### src/rtl/scb_pkg.sv
// Shared types and constants for the forwarding scoreboard: the entry record, select encoding and default ready stages.
package scb_pkg;

   // Entries are stored at fixed widths; REG_ADDR_W and stage indices must fit in these.
   localparam int SCB_ADDR_W_MAX = 8;
   localparam int SCB_STAGE_W    = 4;

   localparam int SEL_RF  = 0;
   localparam int SEL_MEM = 1;
   localparam int SEL_WB  = 2;

   // A result becomes forwardable at the stage whose select code names it.
   localparam int READY_ALU_DEF  = SEL_MEM;
   localparam int READY_LOAD_DEF = SEL_WB;

   typedef struct packed {
      logic                      valid;
      logic [SCB_ADDR_W_MAX-1:0] dest;
      logic [SCB_STAGE_W-1:0]    ready_stage;
   } entry_t;

endpackage

### src/rtl/scb_match.sv
// Youngest-producer search for one source operand across the tracked stages, with readiness for the EX and ID rules.
module scb_match
   import scb_pkg::*;
#(
   parameter int PIPE_DEPTH = 3,
   parameter int REG_ADDR_W = 5,
   parameter int SEL_W      = 2
) (
   input  entry_t [PIPE_DEPTH-1:0] entries,
   input  logic [REG_ADDR_W-1:0]   src,
   input  logic                    used,
   output logic                    hit,
   output logic [SEL_W-1:0]        stage,
   output logic                    ex_ready,
   output logic                    id_ready
);

   logic [SCB_STAGE_W-1:0] rdy;

   // Scan oldest to youngest so the lowest matching index is what remains.
   always_comb begin
      hit   = 1'b0;
      stage = '0;
      rdy   = '0;
      for (int k = PIPE_DEPTH - 1; k >= 0; k--) begin
         if (used && (src != '0) && entries[k].valid &&
             (entries[k].dest == SCB_ADDR_W_MAX'(src))) begin
            hit   = 1'b1;
            stage = SEL_W'(k);
            rdy   = entries[k].ready_stage;
         end
      end
   end

   // A producer in the last stage is written to the RF on this edge, so EX never waits on it.
   assign ex_ready = (int'(stage) == PIPE_DEPTH - 1) || (int'(rdy) <= int'(stage) + 1);
   assign id_ready = (stage != '0) && (int'(rdy) <= int'(stage));

endmodule

### src/rtl/fwd_scoreboard.sv
// Forwarding/hazard scoreboard beside ID/EX: issue stall, ID and registered EX forward selects.
// Optional SCB_PERF_CNT_EN adds saturating stall_cnt and fwd_cnt outputs.
module fwd_scoreboard
   import scb_pkg::*;
#(
   parameter int  PIPE_DEPTH = 3,
   parameter int  REG_ADDR_W = 5,
   parameter int  ALU_READY  = READY_ALU_DEF,
   parameter int  LOAD_READY = READY_LOAD_DEF,
   parameter int  CNT_W      = 32,
   localparam int SEL_W      = $clog2(PIPE_DEPTH)
) (
   input  logic                  clk,
   input  logic                  Reset,
   input  logic                  id_valid,
   input  logic [REG_ADDR_W-1:0] id_rs,
   input  logic [REG_ADDR_W-1:0] id_rt,
   input  logic                  id_rs_used,
   input  logic                  id_rt_used,
   input  logic                  id_early_use,
   input  logic                  id_regwrite,
   input  logic [REG_ADDR_W-1:0] id_dest,
   input  logic                  id_is_load,
   input  logic                  ext_stall,
   input  logic                  ex_flush,
   output logic                  issue_stall,
   output logic [SEL_W-1:0]      id_rs_sel,
   output logic [SEL_W-1:0]      id_rt_sel,
   output logic [SEL_W-1:0]      ex_rs_sel,
   output logic [SEL_W-1:0]      ex_rt_sel
`ifdef SCB_PERF_CNT_EN
   ,
   output logic [CNT_W-1:0]      stall_cnt,
   output logic [CNT_W-1:0]      fwd_cnt
`endif
);

   entry_t [PIPE_DEPTH-1:0]        entry_reg;
   entry_t                         new_entry;
   logic [1:0][REG_ADDR_W-1:0]     op_src;
   logic [1:0]                     op_used;
   logic [1:0]                     op_hazard;
   logic [1:0][SEL_W-1:0]          op_ex_sel;
   logic [1:0][SEL_W-1:0]          op_id_sel;
   logic                           issue;

   // Operand 0 is rs, operand 1 is rt.
   assign op_src  = {id_rt, id_rs};
   assign op_used = {id_rt_used, id_rs_used};

   generate
      for (genvar gi = 0; gi < 2; gi++) begin : g_op
         logic             hit;
         logic [SEL_W-1:0] stage;
         logic             ex_ready;
         logic             id_ready;
         logic             hazard;
         logic [SEL_W-1:0] ex_sel;
         logic [SEL_W-1:0] id_sel;

         scb_match #(
            .PIPE_DEPTH (PIPE_DEPTH),
            .REG_ADDR_W (REG_ADDR_W),
            .SEL_W      (SEL_W)
         ) u_match (
            .entries  (entry_reg),
            .src      (op_src[gi]),
            .used     (op_used[gi]),
            .hit      (hit),
            .stage    (stage),
            .ex_ready (ex_ready),
            .id_ready (id_ready)
         );

         // In EX the producer will have advanced one stage beyond where it sits now.
         always_comb begin
            hazard = 1'b0;
            ex_sel = SEL_W'(SEL_RF);
            id_sel = SEL_W'(SEL_RF);
            if (hit) begin
               if (!ex_ready) begin
                  hazard = 1'b1;
               end else if (int'(stage) != PIPE_DEPTH - 1) begin
                  ex_sel = stage + SEL_W'(1);
               end
               if (id_early_use) begin
                  if (id_ready) begin
                     id_sel = stage;
                  end else begin
                     hazard = 1'b1;
                  end
               end
            end
         end

         assign op_hazard[gi] = hazard;
         assign op_ex_sel[gi] = ex_sel;
         assign op_id_sel[gi] = id_sel;
      end
   endgenerate

   assign issue_stall = id_valid & (|op_hazard);
   assign issue       = id_valid & ~ex_flush & ~issue_stall;
   assign id_rs_sel   = op_id_sel[0];
   assign id_rt_sel   = op_id_sel[1];

   always_comb begin
      new_entry.valid       = issue & id_regwrite;
      new_entry.dest        = SCB_ADDR_W_MAX'(id_dest);
      new_entry.ready_stage = SCB_STAGE_W'(id_is_load ? LOAD_READY : ALU_READY);
   end

   always_ff @(posedge clk) begin
      if (Reset) begin
         entry_reg <= '0;
         ex_rs_sel <= SEL_W'(SEL_RF);
         ex_rt_sel <= SEL_W'(SEL_RF);
      end else if (!ext_stall) begin
         for (int k = PIPE_DEPTH - 1; k > 0; k--) begin
            entry_reg[k] <= entry_reg[k-1];
         end
         entry_reg[0] <= new_entry;
         ex_rs_sel    <= issue ? op_ex_sel[0] : SEL_W'(SEL_RF);
         ex_rt_sel    <= issue ? op_ex_sel[1] : SEL_W'(SEL_RF);
      end
   end

`ifdef SCB_PERF_CNT_EN
   localparam int              SUM_W   = CNT_W + 1;
   localparam logic [CNT_W-1:0] CNT_MAX = '1;
   logic [SUM_W-1:0] fwd_sum;

   // One extra bit catches the +2 case overflowing so the count clamps instead of wrapping.
   assign fwd_sum = {1'b0, fwd_cnt}
                  + SUM_W'(issue & (|op_ex_sel[0]))
                  + SUM_W'(issue & (|op_ex_sel[1]));

   always_ff @(posedge clk) begin
      if (Reset) begin
         stall_cnt <= '0;
         fwd_cnt   <= '0;
      end else if (!ext_stall) begin
         if (issue_stall && (stall_cnt != CNT_MAX)) begin
            stall_cnt <= stall_cnt + 1'b1;
         end
         fwd_cnt <= fwd_sum[CNT_W] ? CNT_MAX : fwd_sum[CNT_W-1:0];
      end
   end
`endif

endmodule

### config.mk
export PLATFORM = sky130hd
export DESIGN_NAME = fwd_scoreboard
export DESIGN_NICKNAME = d
export VERILOG_FILES = /design/src/rtl/scb_pkg.sv /design/src/rtl/scb_match.sv /design/src/rtl/fwd_scoreboard.sv
export SDC_FILE = /design/constraint.sdc
export NUM_CORES = 1
export LEC_CHECK = 0
export CAP_MARGIN = 20
export CORE_UTILIZATION = 45
export CTS_BUF_LIST = sky130_fd_sc_hd__clkbuf_8
export DETAILED_ROUTE_END_ITERATION = 12
export PLACE_DENSITY_LB_ADDON = 0.05
export SYNTH_ARGS = -nofsm -noshare
export SYNTH_HDL_FRONTEND = slang
export SYNTH_SLANG_ARGS = --single-unit
### constraint.sdc
create_clock -name clk -period 17.6 [get_ports clk]
set_input_delay 5.28 -clock clk [delete_from_list [all_inputs] [get_ports clk]]
set_output_delay 5.28 -clock clk [all_outputs]
set_load 0.01 [all_outputs]
==> flow_summary.yaml <==
status:
  status: "finished, final reports clean"
cells_and_area:
  antennaDiodeCount: 0
  final_cells: 308
  fillers: 412
  final_nets: 302
  regArea_um2: 561
  largest_reg_flops: 24
  drive_above_1_share: 0.0465
  syn_to_final_growth_pct: 21.5
  multi_input_area_um2: 1330
sta:
  rsz0062_at_grt: "no"
  relSlewSlack: 0.262
  setup_viol: 0
  worstMarginPinSlew_ns: 1.08
  slew_violations: 0
  fin_crit_ns: 14.95
  finalCritPeriodShare: 0.849
  hold_violations: 0
  timing.fmax_mhz: 66.9
  fin_skew_ns: 0.00589
  tns_ns: 0
  hold_slack_ns: 0.449
  setup_ws_ns: 2.65
worst_hold_path:
  hold_path_class: "flop to flop"
yosys:
  ys.flop_type: "dfxtp_1"
  yosysWarnings: 0
  synth-edff-count: 0
  synth.most_common_cell: "nor2_1"
  synthesis.nets: 270
  syn_inst: 227
  synth_top_area_share: 0.286
  synth.top_cells.by_area: "dfxtp_1, xnor2_1, ha_1, mux2i_1, nor2_1"
  ys_seq_area_frac: 0.286
  synth-seq-cells: 28
  avgSynthCellArea_um2: 8.63
  synth_cell_types: 37
  synthTopCellsByCount: "nor2_1, dfxtp_1, xnor2_1"
  syn-cell-area_um2: 1960
  synth_async_sr_flop_share: 0
  yosys.area.top_type: "dfxtp_1"
clock_tree:
  cts.sinks: 28
  path_clk_slew_ns: 0.10
  cts_setup_buffers: 0
  htreeDepth: 1
  cts_tree: "done"
  cts_inserted_buffers: 3
  cts_buffer_depth: 2
  clk_latency_ns: 0.28
  cts_hold_buf: 0
  cts-root-buf: "clkbuf_8"
  cts_resized: 0
global_route:
  grt_pass1_wl_mm: 6.46
  grt_antenna_before_repair: 0
  grt_overflow: 0
  grt_pass1_vias: 1474
  grt_max_degree: 29
  grt_usage: 0.190
drt:
  avgViaCountPerCell: 5.13
  wire_per_inst_um: 12.9
  drc: 0
  dr.pass1.iters: 4
  antenna_left: 0
  drt_iter0_drc: 44
  vias: 1580
  routed_wl_mm: 3.97
worst_setup_path:
  max_stage_delay_ns: 0.96
  crit_buf_inv: 3
  cp.arrival_ns: 9.67
  crit_chain: "clkdlybuf4s50_1 > or4_4 > o21ai_0 > nor3_2 > nand2_1 > inv_1 > ha_1 > ha_1 > a2111oi_0 > o32ai_4 > o21ai_0 > and2_1 > clkdlybuf4s50_1"
  cp_max_fo: 7
  cp_top_family: "compound AO/OA/AOI/OAI gates"
  critPathKind: "input pin to output pin"
  critical-path-slowest-cell: "a2111oi_0"
  required_ns: 12.32
  cp-start-kind: "input pin"
  endpoint_kind: "output pin"
power:
  p_comb_frac: 0.159
  p_seq_frac: 0.528
  p_sw_frac: 0.246
  p_leak_nw: 0.944
  p_int_mw: 0.0969
  power.density_nw_per_um2: 54.0
  clockPowerShare: 0.313
  irDropWorstVdd_mv: 0.0495
  p_sw_mw: 0.0316
  power.total_mw: 0.128
floorplan:
  floorplan.initialDensity: 0.479
  fp.dieH_um: 68.0
  dieArea_um2: 4620
  fp.dieW_um: 68.0
  ios: 34
  fp-row-count: 23
  coreArea_um2: 4090
placed_design:
  place_congestion: 0.855
  port_buffers: 33
  dp_cells: 304
  hpwl_mm: 3.11
  pre_cts_slack_ns: 2.63
run:
  maxCapViolCount: 0
layer usage:
layer  vias to the layer above  routed length, um  global-route usage
met4                         0                 60              0.0521
met5                         -                  0                   0
met3                         6                118              0.0350
li1                        846                  -                   -
met2                        28               1960               0.359
met1                       700               1830               0.212
worst reg2reg max path, stage by stage (launching register included):
cell and delay (ns):
dfxtp_1 0.42, xnor2_1 0.14, nand4_1 0.15, nor3_2 0.48
nand2_1 0.28, inv_1 0.17, ha_1 0.25, ha_1 0.28
a2111oi_0 0.96, o32ai_4 0.22, o211ai_2 0.16, o22ai_1 0.10
power by group through the flow:
stage               Sequential (mW)  Clock, mW  Combinational (mW)
floorplan                    0.0685          0              0.0121
global placement             0.0694          0              0.0205
detailed placement           0.0694          0              0.0205
CTS                          0.0679     0.0422              0.0207
global route                 0.0681     0.0441              0.0224
finish                       0.0678     0.0403              0.0204
stage by stage:
| stage | util | cell area, um^2 |
|---|---|---|
| finish | 0.582 | 2380 |
| global route | 0.582 | 2380 |
| CTS | 0.582 | 2380 |
| detailed placement | 0.569 | 2320 |
| global placement | 0.569 | 2320 |
| floorplan | - | 1960 |
logic make-up (layout without fill, tap and decap cells):
logic type	count (synthesis)	count (layout)	share of synthesized area
buf+inv	15	46	0.0326
mux	22	22	0.112
fa+ha+maj	18	18	0.115
xor+xnor	30	30	0.134
compound gates	27	27	0.100
flops	28	28	0.286
simple gates	87	87	0.219
placed cells by master, fill, tap and decap left out, types with 2 or more instances in the layout:
cell type,count
nor2_1,31
nand4_1,8
or4_1,2
ha_1,18
a21boi_0,2
clkbuf_8,4
dfxtp_1,28
a22oi_1,2
or3_1,2
nand2_1,19
clkdlybuf4s50_1,33
a21oi_1,2
o21ai_0,8
xor2_1,4
xnor2_1,26
inv_1,8
nor3_1,7
o21ai_1,5
mux2i_1,22
nor2b_1,8
nand2b_1,2
path summary, 6_finish.rpt:
kind	slack (ns)	cells past startpoint	startpoint	endpoint
worst max-delay path	2.65	13	id_rt[4]	issue_stall
worst min-delay path	0.45	2	ex_rs_sel[0]	ex_rs_sel[0]
worst max register to register	13.85	11	entry_reg[21]	entry_reg[12]
worst min register to register	0.45	2	ex_rs_sel[0]	ex_rs_sel[0]
final cells by class:
| cell class | instances | share of cell area |
|---|---|---|
| clock buffer | 4 | 0.0231 |
| multi-input combinational | 184 | 0.560 |
| inverter | 8 | 0.0126 |
| sequential | 28 | 0.236 |
| tap | 50 | 0.0263 |
| timing repair buffer | 34 | 0.142 |
No activity file was read; power rests on OpenSTA's default activity.
